**src/rtl/serial_subtractor_if.sv**
```systemverilog
// Handshake and operand/result bundle for the bit-serial subtractor.
interface serial_subtractor_if #(
   parameter int WIDTH = 4
);
   logic             start;
   logic [WIDTH-1:0] a;
   logic [WIDTH-1:0] b;
   logic             bin;
   logic             busy;
   logic             done;
   logic [WIDTH-1:0] d;
   logic             bo;

   // Requester side: issues operands, watches status and result.
   modport master (
      output start, a, b, bin,
      input  busy, done, d, bo
   );

   // Subtractor side.
   modport slave (
      input  start, a, b, bin,
      output busy, done, d, bo
   );
endinterface

```
**src/rtl/serial_subtractor.sv**
```systemverilog
// Bit-serial subtractor: d = a - b - bin, one bit per clock, LSB first,
// through a single full-subtractor cell and a borrow flop.
module serial_subtractor #(
   parameter int WIDTH = 4
) (
   input  logic                 clk,
   input  logic                 rst,
   serial_subtractor_if.slave   sub
);
   localparam int CW = (WIDTH > 1) ? $clog2(WIDTH) : 1;
   localparam logic [CW-1:0] CNT_LAST = CW'(WIDTH - 1);

   typedef enum logic [1:0] {
      S_IDLE = 2'd0,
      S_RUN  = 2'd1,
      S_DONE = 2'd2
   } state_t;

   state_t           state_q, state_d;
   logic [WIDTH-1:0] a_sh_q, a_sh_d;
   logic [WIDTH-1:0] b_sh_q, b_sh_d;
   logic             br_q, br_d;
   logic [CW-1:0]    cnt_q, cnt_d;
   logic [WIDTH-1:0] res_q, res_d;
   logic [WIDTH-1:0] d_q, d_d;
   logic             bo_q, bo_d;

   // Full-subtractor cell on the current LSBs.
   logic diff_bit;
   logic br_next;
   logic [WIDTH-1:0] res_shifted;

   // Single full-subtractor cell and the result shift-in value.
   always_comb begin
      diff_bit    = a_sh_q[0] ^ b_sh_q[0] ^ br_q;
      br_next     = (~a_sh_q[0] & b_sh_q[0]) | (~(a_sh_q[0] ^ b_sh_q[0]) & br_q);
      res_shifted = {diff_bit, res_q[WIDTH-1:1]};
   end

   // Next-state and datapath control for IDLE/RUN/DONE.
   always_comb begin
      state_d = state_q;
      a_sh_d  = a_sh_q;
      b_sh_d  = b_sh_q;
      br_d    = br_q;
      cnt_d   = cnt_q;
      res_d   = res_q;
      d_d     = d_q;
      bo_d    = bo_q;
      unique case (state_q)
         S_IDLE: begin
            if (sub.start) begin
               a_sh_d  = sub.a;
               b_sh_d  = sub.b;
               br_d    = sub.bin;
               cnt_d   = '0;
               res_d   = '0;
               state_d = S_RUN;
            end
         end
         S_RUN: begin
            a_sh_d = a_sh_q >> 1;
            b_sh_d = b_sh_q >> 1;
            br_d   = br_next;
            res_d  = res_shifted;
            cnt_d  = cnt_q + 1'b1;
            // Last bit: publish the result together with the final borrow.
            if (cnt_q == CNT_LAST) begin
               d_d     = res_shifted;
               bo_d    = br_next;
               state_d = S_DONE;
            end
         end
         S_DONE: begin
            state_d = S_IDLE;
         end
         default: begin
            state_d = S_IDLE;
         end
      endcase
   end

   // State and datapath registers; reset clears everything.
   always_ff @(posedge clk or posedge rst) begin
      if (rst) begin
         state_q <= S_IDLE;
         a_sh_q  <= '0;
         b_sh_q  <= '0;
         br_q    <= 1'b0;
         cnt_q   <= '0;
         res_q   <= '0;
         d_q     <= '0;
         bo_q    <= 1'b0;
      end else begin
         state_q <= state_d;
         a_sh_q  <= a_sh_d;
         b_sh_q  <= b_sh_d;
         br_q    <= br_d;
         cnt_q   <= cnt_d;
         res_q   <= res_d;
         d_q     <= d_d;
         bo_q    <= bo_d;
      end
   end

   // Status and result come straight from registers.
   assign sub.busy = (state_q == S_RUN);
   assign sub.done = (state_q == S_DONE);
   assign sub.d    = d_q;
   assign sub.bo   = bo_q;
endmodule

```
**src/flat_wrapper.sv**
```systemverilog
// flat-port wrapper written by rule: the top's interface ports become plain ports
module serial_subtractor_flat 
#(
   parameter int WIDTH = 4
)
  (clk, rst, sub_start, sub_a, sub_b, sub_bin, sub_busy, sub_done, sub_d, sub_bo);
  serial_subtractor_if #(.WIDTH(WIDTH)) sub_i ();
  input  logic clk;
  input  logic rst;
  input wire logic [$bits(sub_i.start)-1:0] sub_start;
  input wire logic [$bits(sub_i.a)-1:0] sub_a;
  input wire logic [$bits(sub_i.b)-1:0] sub_b;
  input wire logic [$bits(sub_i.bin)-1:0] sub_bin;
  output wire logic [$bits(sub_i.busy)-1:0] sub_busy;
  output wire logic [$bits(sub_i.done)-1:0] sub_done;
  output wire logic [$bits(sub_i.d)-1:0] sub_d;
  output wire logic [$bits(sub_i.bo)-1:0] sub_bo;
  assign sub_i.start = sub_start;
  assign sub_i.a = sub_a;
  assign sub_i.b = sub_b;
  assign sub_i.bin = sub_bin;
  assign sub_busy = sub_i.busy;
  assign sub_done = sub_i.done;
  assign sub_d = sub_i.d;
  assign sub_bo = sub_i.bo;
  serial_subtractor #(.WIDTH(WIDTH)) u_core (.clk(clk), .rst(rst), .sub(sub_i));
endmodule
```
**config.mk**
```make
export PLATFORM = sky130hd
export DESIGN_NAME = serial_subtractor_flat
export DESIGN_NICKNAME = d
export VERILOG_FILES = /design/src/rtl/serial_subtractor_if.sv /design/src/rtl/serial_subtractor.sv /design/src/flat_wrapper.sv
export SDC_FILE = /design/constraint.sdc
export NUM_CORES = 1
export LEC_CHECK = 0
export ABC_AREA = 1
export BUFFER_PORTS_ARGS = -buffer_cell sky130_fd_sc_hd__buf_2
export CAP_MARGIN = 20
export CORE_MARGIN = 2
export CORE_UTILIZATION = 52
export CTS_CLUSTER_DIAMETER = 120
export DETAILED_ROUTE_END_ITERATION = 6
export GPL_ROUTABILITY_DRIVEN = 0
export MAX_ROUTING_LAYER = met4
export PLACE_DENSITY = 0.83
export SYNTH_ARGS = -nofsm -noshare
export SYNTH_HDL_FRONTEND = slang
export SYNTH_SLANG_ARGS = --single-unit
```
**constraint.sdc**
```tcl
create_clock -name clk -period 1.87 [get_ports clk]
set_clock_uncertainty 0.2 [all_clocks]
set_input_delay 0.187 -clock clk [delete_from_list [all_inputs] [get_ports clk]]
set_output_delay 0.187 -clock clk [all_outputs]
set_load 0.03 [all_outputs]
```
# After elaboration in Yosys (flattened, before gate mapping)
# Index checks and enable logic that the tools add are counted.
[classes] div=0 n_bitwise=7 muxes=13 shift=0 n_reduce_logical=5 mul=0 order_cmp=0 eq_ne=5 n_addsub=1
[ops] operator="$pmux W4 S2" count=3
[ops] operator="$mux W4" count=3
[ops] operator="$pmux W2 S2" count=2
[ops] operator="$mux W2" count=3
[ops] operator="$reduce_and A2 Y1" count=3
[ops] operator="$eq A2 B2 Y1 const B" count=2
[ops] operator="$add A2 B1 Y2 const B" count=1
[ops] operator="$and A1 B1 Y1" count=2
[ops] operator="$eq A2 B1 Y1 const B" count=1
[ops] operator="$logic_not A2 Y1" count=1
[ops] operator="$ne A2 B1 Y1 const B" count=1
[ops] operator="$ne A2 B2 Y1 const B" count=1
[ops] operator="$not A1 Y1" count=2
[ops] operator="$pmux W1 S2" count=1
[ops] operator="$reduce_bool A2 Y1" count=1
[ops] operator="$xor A1 B1 Y1" count=2
[ops] operator="$mux W1" count=1
[ops] operator="$or A1 B1 Y1" count=1
[word_totals] reg_bits=22 ram_bits=0 elab_cells=39 input_bits=12 rom_bits=0 latchBits=0 n_memories=0 out_inout_bits=7

# Depth between registers and ports, before layout
# Gate-level depths: netlist of the first run.
[logic_depth] depth_word=5 depth_mapped=7 mapped_depth_nobuf=7

# Worst setup path after synthesis of the first run
# No wires, ideal clock.
[synth_path] kind="register to register" startpoint="register u_core.state_q[0]" endpoint="register u_core.bo_q (netlist: u_core.sub.bo)" path_stages_with_launch=7 period_less_slack_ns=1.360 setup_ns=0.121 setup_slack_ns=0.510 required_time_ns=1.549 n_path_buf=1 t_arrival_ns=1.039 cell_sequence="dfrtp_1 -> buf_4 -> inv_2 -> nor2_4 -> nand2_4 -> nand2_1 -> o21ai_1"
[synth_via] elab_chain_len=2
[synth_lines] item="from (decl)" line_no="serial_subtractor.sv:19" source="state_t state_q, state_d;"
[synth_lines] item="from (signal assigned)" line_no="serial_subtractor.sv:95" source="state_q <= state_d;"
[synth_lines] item="$eq A2 B1 Y1"
[synth_lines] item="named net sub_busy" line_no="flat_wrapper.sv:14" source="output wire logic [$bits(sub_i.busy)-1:0] sub_busy;"
[synth_lines] item="$reduce_and A2 Y1 (no line)"
[synth_lines] item="to (signal assigned)" line_no="serial_subtractor.sv:102" source="bo_q <= bo_d;"
[synth_lines] item="to (decl)" line_no="serial_subtractor.sv:26" source="logic bo_q, bo_d;"
# The timed path passes the listed nets, and every way through them passes these cells.
# A chain may end at the register's enable or synchronous reset.

# Worst setup path in the final report of the first run
[layout_path] startpoint="register u_core.state_q[0]" endpoint="output sub_busy"
[layout_via] elab_chain_len=1
[layout_lines] item="$eq A2 B1 Y1" line_no="serial_subtractor.sv:107" source="assign sub.busy = (state_q == S_RUN);"
[layout_lines] item="to (decl)" line_no="flat_wrapper.sv:14"
# No other way between the ends.

==> flow_metrics.env, run 1 <==
export IMPL_cp_max_fo=10
export IMPL_drv_cap=0
export IMPL_layout_filler_cells=155
export IMPL_cts_root_buf="clkbuf_4"
export IMPL_synth_area_per_cell_sq_um=8.61
export IMPL_internal_power_mw=1.06
export IMPL_min_period_ns=1.80
export IMPL_rsz0062_at_grt="false"
export IMPL_grt_start_max_net_pins=22
export IMPL_post_route_drc_count=0
export IMPL_dieArea_sq_um=2200
export IMPL_yosys_cell_types_count=14
export IMPL_ys_seq_elements=21
export IMPL_p_clk_share_pct=11.0
export IMPL_synth_nets=125
export IMPL_cts_resized=0
export IMPL_seq_area_frac_synth_pct=55.0
export IMPL_placed_cell_area_sq_um=1070
export IMPL_clk_latency_ns=0.30
export IMPL_num_vias=782
export IMPL_ios=19
export IMPL_power_share_switching_pct=45.3
export IMPL_final_hold_violation_count=0
export IMPL_num_rows=15
export IMPL_status="finished clean"
export IMPL_clock_path_buffers=2
export IMPL_drt_initial_drc_count=21
export IMPL_cp_end_kind="output pin"
export IMPL_first_pass_iters=4
export IMPL_grt_pass1_wl_um=3020
export IMPL_cts_htree_levels=1
export IMPL_leakage_nw=0.661
export IMPL_fmax_ghz=0.557
export IMPL_cp_required_ns=1.48
export IMPL_drive_above_1_share_pct=22.5
export IMPL_viasPerCell=4.68
export IMPL_ant_nets=0
export IMPL_fin_crit_sh_pct=96.0
export IMPL_antenna_found_initial=0
export IMPL_drv_slew=0
export IMPL_synth_warnings=0
export IMPL_setup_violations=0
export IMPL_hold_path_class="primary input to flop"
export IMPL_dp_cells=153
export IMPL_start_util_pct=55.4
export IMPL_start_kind="flop"
export IMPL_totalWireLength_um=1790
export IMPL_num_antenna_cells=0
export IMPL_syn_instance_count=111
export IMPL_tns_ns=0
export IMPL_core_area_sq_um=1730
export IMPL_power_density_nw_per_um2=1630
export IMPL_total_power_mw=1.95
export IMPL_grt_overflow_total=0
export IMPL_peakVddDrop_v=0.00101
export IMPL_io_buffer_count=18
export IMPL_final_area_sq_um=1200
export IMPL_netlist_area_sq_um=956
export IMPL_arrival_ns=1.41
export IMPL_clkTransAtPathRegs_ns=0.11
export IMPL_switching_power_uw=881
export IMPL_cts_sinks=21
export IMPL_combPwrFrac_pct=48.8
export IMPL_stdcell_count=167
export IMPL_cts_tree="built"
export IMPL_grt_pass1_vias=704
export IMPL_die_y_um=46.9
export IMPL_criticalPathCategory="flop to output pin"
export IMPL_worst_pin_slew_ns=0.288
export IMPL_place_hpwl_um=1280
export IMPL_cts_made_buffers=3
export IMPL_wl_per_cell_um=10.7
export IMPL_die_w_um=46.9
export IMPL_power_frac_seq_pct=40.2
export IMPL_grtUsageTotal_pct=20.8
export IMPL_area_growth_pct=25.1
export IMPL_nets=157
export IMPL_relSlewSlack_pct=80.8
export IMPL_final_core_util_pct=69.3
==> flip-flops by register name, indices dropped and copies added (netlist names) <==
register and cells:
u_core.cnt_q 2, u_core.b_sh_q 4, u_core.res_q 3, u_core.a_sh_q 4, u_core.sub.bo 1, u_core.sub.d 4, u_core.br_q 1, u_core.state_q 2
==> stage by stage <==
| stage | hold slack, ns | worst slack [ns] |
|---|---|---|
| 6_report | 0.0901 | 0.0742 |
| 5_1_grt | 0.0947 | 0.00302 |
| 4_1_cts | 0.0827 | 0.0717 |
| 3_5_place_dp | 0.0266 | 0.429 |
| 3_3_place_gp | 0.0224 | 0.457 |
| 2_1_floorplan | -0.0365 | 0.510 |
==> cell usage in the layout, fill, tap and decap left out <==
cell	instances
a21oi_1	2
buf_2	18
buf_4	1
clkbuf_1	1
clkbuf_4	3
dfrtp_1	21
dlygate4sd3_1	10
fa_1	1
ha_1	1
inv_1	13
inv_2	5
nand2_1	34
nand2_2	2
nand2_4	2
nand3_1	16
nor2_1	3
nor2_4	1
o21ai_1	8
==> kinds of logic (layout without fill, tap and decap cells) <==
kind of cell | count (synthesis) | after routing | share of synthesized area (%)
compound gates | 10 | 10 | 5.24
fa+ha+maj | 2 | 2 | 3.40
buf+inv | 20 | 51 | 8.64
flops | 21 | 21 | 55.0
simple gates | 58 | 58 | 27.7
==> power by group through the flow <==
stage / clock, mW / combinational, mW / sequential [mW]
2_1_floorplan: 0 / 0.683 / 0.843
3_3_place_gp: 0 / 0.917 / 0.787
3_5_place_dp: 0 / 0.941 / 0.791
4_1_cts: 0.224 / 0.960 / 0.781
5_1_grt: 0.242 / 1.08 / 0.804
6_report: 0.215 / 0.949 / 0.782
==> synthesized netlist by cell type (all sizes together) <==
library cell / number / share of area [%]
ha: 1 / 1.3
inv: 18 / 7.1
fa: 1 / 2.1
buf: 2 / 1.6
o21ai: 8 / 4.2
nor2: 4 / 2.4
nand3: 16 / 8.4
nand2: 38 / 17
a21oi: 2 / 1.0
dfrtp: 21 / 55
==> path summary, 6_finish.rpt <==
path	startpoint	depth (start not counted)	slack, ns	endpoint
worst max-delay path	u_core.state_q[0]	3	0.07	sub_busy
max in group asynchronous	rst	4	1.02	u_core.res_q[2]
worst max register to register	u_core.b_sh_q[0]	7	0.44	u_core.br_q
worst min-delay path	sub_start	4	0.09	u_core.b_sh_q[0]
min in group asynchronous	rst	4	0.24	u_core.sub.d[0]
worst min register to register	u_core.sub.d[3]	2	0.28	u_core.sub.d[3]
==> cell type report <==
| class | count | area (sq um) | share of cell area (%) |
|---|---|---|---|
| Tap cell | 25 | 31.3 | 2.62 |
| Timing Repair Buffer | 29 | 198 | 16.5 |
| Inverter | 18 | 67.6 | 5.65 |
| Clock buffer | 4 | 26.3 | 2.20 |
| Multi-Input combinational cell | 70 | 348 | 29.1 |
| Sequential cell | 21 | 526 | 43.9 |
==> critical path, stage by stage, from the launching register on <==
cell     delay [ns]
dfrtp_1        0.52
inv_2          0.08
nor2_4         0.24
buf_2          0.26
==> metal layers <==
| metal | track usage (%) | vias up | part of all wire, % |
|---|---|---|---|
| li1 | - | 405 | - |
| met1 | 29.5 | 361 | 49 |
| met2 | 27.4 | 11 | 45 |
| met3 | 4.62 | 5 | 2.7 |
| met4 | 11.7 | 0 | 2.5 |
| met5 | - | - | 0 |
==> what timing repair did <==
action	in CTS	in global routing
hold buffers	10	0
endpoints found under the hold margin	30	0
buffers inserted	0	0
Power figures use the tool's default switching activity.
==> inputs of run 2 (changes only) <==
--- a/config.mk
+++ b/config.mk
@@ -10,6 +10,7 @@
 export CAP_MARGIN = 20
 export CORE_MARGIN = 2
 export CORE_UTILIZATION = 52
+export CTS_BUF_LIST = sky130_fd_sc_hd__clkbuf_4 sky130_fd_sc_hd__clkbuf_8 sky130_fd_sc_hd__clkbuf_16
 export CTS_CLUSTER_DIAMETER = 120
 export DETAILED_ROUTE_END_ITERATION = 6
 export GPL_ROUTABILITY_DRIVEN = 0
@@ -18,3 +19,4 @@
 export SYNTH_ARGS = -nofsm -noshare
 export SYNTH_HDL_FRONTEND = slang
 export SYNTH_SLANG_ARGS = --single-unit
+export TNS_END_PERCENT = 50
==> run 2 against run 1 <==
  * Worst hold slack better by 0.0013 ns
  * Fmax rose by 0.24%
  * Routed wire length up 0.17%
  * Non-clock buffer count unchanged
  * Die area stayed put
  * Register-to-register slack hardly changed
  * Count of clock-buffer cells in the layout is the same
  * Sequential share of layout area is 0.14 points lower
  * Total power grew 0.69%
  * Via count decreased by 0.64%
  * Critical endpoint unchanged
==> flow_metrics.env, run 2 (synthesis results as in run 1) <==
export IMPL_final_hold_violation_count=0
export IMPL_crit_family="flip-flops"
export IMPL_start_kind="flop"
export IMPL_rsz0062_at_grt="false"
export IMPL_fmax_ghz=0.558
export IMPL_max_stage_delay_ns=0.52
export IMPL_first_pass_iters=4
export IMPL_cp_end_kind="output pin"
export IMPL_num_antenna_cells=0
export IMPL_power_share_switching_pct=44.9
export IMPL_cts_tree="built"
export IMPL_combPwrFrac_pct=48.4
export IMPL_setup_violations=0
export IMPL_power_density_nw_per_um2=1630
export IMPL_place_ws_ns=0.429
export IMPL_mostFrequentLayoutCell="nand2_1"
export IMPL_final_cell_mix="nand2_1 (34), dfrtp_1 (21), buf_2 (18), nand3_1 (16), inv_1 (13)"
export IMPL_fin_crit_sh_pct=95.8
export IMPL_clock_path_buffers=2
export IMPL_cts_htree_levels=1
export IMPL_grt_start_max_net_pins=22
export IMPL_totalWireLength_um=1790
export IMPL_criticalPathCategory="flop to output pin"
export IMPL_tns_ns=0
export IMPL_die_w_um=46.9
export IMPL_post_route_drc_count=0
export IMPL_cts_resized=0
export IMPL_path_buf_inv=2
export IMPL_io_buffer_count=18
export IMPL_peakVddDrop_v=0.00101
export IMPL_ios=19
export IMPL_worst_slack_ns=0.0785
export IMPL_drv_cap=0
export IMPL_layout_filler_cells=153
export IMPL_cpMaxStageDelayCell="dfrtp_1"
export IMPL_drv_slew=0
export IMPL_place_hpwl_um=1280
export IMPL_cts_sinks=21
export IMPL_cts_root_buf="clkbuf_4"
export IMPL_cp_max_fo=10
export IMPL_start_util_pct=55.4
export IMPL_num_rows=15
export IMPL_nets=157
export IMPL_die_y_um=46.9
export IMPL_num_vias=777
export IMPL_min_period_ns=1.79
export IMPL_drive_above_1_share_pct=23.2
export IMPL_hold_path_class="primary input to flop"
export IMPL_clkTransAtPathRegs_ns=0.11
export IMPL_clk_latency_ns=0.30
export IMPL_placed_cell_area_sq_um=1070
export IMPL_core_area_sq_um=1730
export IMPL_viasPerCell=4.65
export IMPL_total_power_mw=1.96
export IMPL_grt_pass1_vias=704
export IMPL_dieArea_sq_um=2200
export IMPL_area_growth_pct=25.5
export IMPL_switching_power_uw=880
export IMPL_final_area_sq_um=1200
export IMPL_cp_required_ns=1.48
export IMPL_antenna_found_initial=0
export IMPL_leakage_nw=0.665
export IMPL_worst_pin_slew_ns=0.283
export IMPL_grt_overflow_total=0
export IMPL_wl_per_cell_um=10.7
export IMPL_whs_ns=0.0914
export IMPL_internal_power_mw=1.08
export IMPL_grt_pass1_wl_um=3020
export IMPL_arrival_ns=1.40
export IMPL_ant_nets=0
export IMPL_relSlewSlack_pct=81.2
export IMPL_status="finished clean"
export IMPL_power_frac_seq_pct=39.9
export IMPL_drt_initial_drc_count=21
export IMPL_p_clk_share_pct=11.7
export IMPL_path_cells="inv_2 -> nor2_4 -> buf_2"
export IMPL_cts_made_buffers=3
export IMPL_grtUsageTotal_pct=20.8
==> run 2: worst reg2reg max path: cells and delay by family, from the launching register on <==
family,cells,cell delay [ns]
adder cells (fa/ha/maj),1,0.43
buffers and inverters,2,0.13
flip-flops,1,0.37
AND/OR/NAND/NOR,4,0.24
==> run 2: stage by stage <==
step                utilization (%)  std cells
floorplan                         -        111
global placement               62.0        153
detailed placement             62.0        153
CTS                            69.5        167
global route                   69.5        167
finish                         69.5        167
==> run 2: power by group through the flow <==
stage | registers (mW) | clock network [mW] | logic [mW]
after global placement | 0.787 | 0 | 0.917
final | 0.782 | 0.229 | 0.948
after floorplan | 0.843 | 0 | 0.683
after global routing | 0.804 | 0.257 | 1.08
after CTS | 0.781 | 0.238 | 0.960
after detailed placement | 0.791 | 0 | 0.941
==> run 2: cell type report <==
cell class	count	area, sq um	area share (%)
timing repair buffer	29	198	16.5
tap	25	31.3	2.61
multi-input combinational	70	348	29.0
sequential	21	526	43.8
clock buffer	4	30.0	2.50
inverter	18	67.6	5.63
==> run 2: final timing paths <==
kind | startpoint | end | slack [ns] | cells past startpoint
worst max-delay path | u_core.state_q[0] | sub_busy | 0.08 | 3
worst min-delay path | sub_start | u_core.b_sh_q[0] | 0.09 | 4
worst max register to register | u_core.b_sh_q[0] | u_core.br_q | 0.44 | 7
worst min register to register | u_core.sub.d[3] | u_core.sub.d[3] | 0.28 | 2
max in group asynchronous | rst | u_core.res_q[2] | 1.03 | 4
min in group asynchronous | rst | u_core.sub.d[0] | 0.24 | 4
==> run 2: per-layer routing <==
metal	wire length, um	global-route usage [%]	share of wire (%)
met1	875	29.5	49
met2	811	27.4	45
met3	62	4.62	3.5
met4	44	11.7	2.5
met5	0	-	0
==> run 2: repair_timing <==
| action | 4_1_cts | 5_1_grt |
|---|---|---|
| hold buffers | 10 | 0 |
| endpoints found under the hold margin | 30 | 0 |
| setup buffers | 0 | 0 |
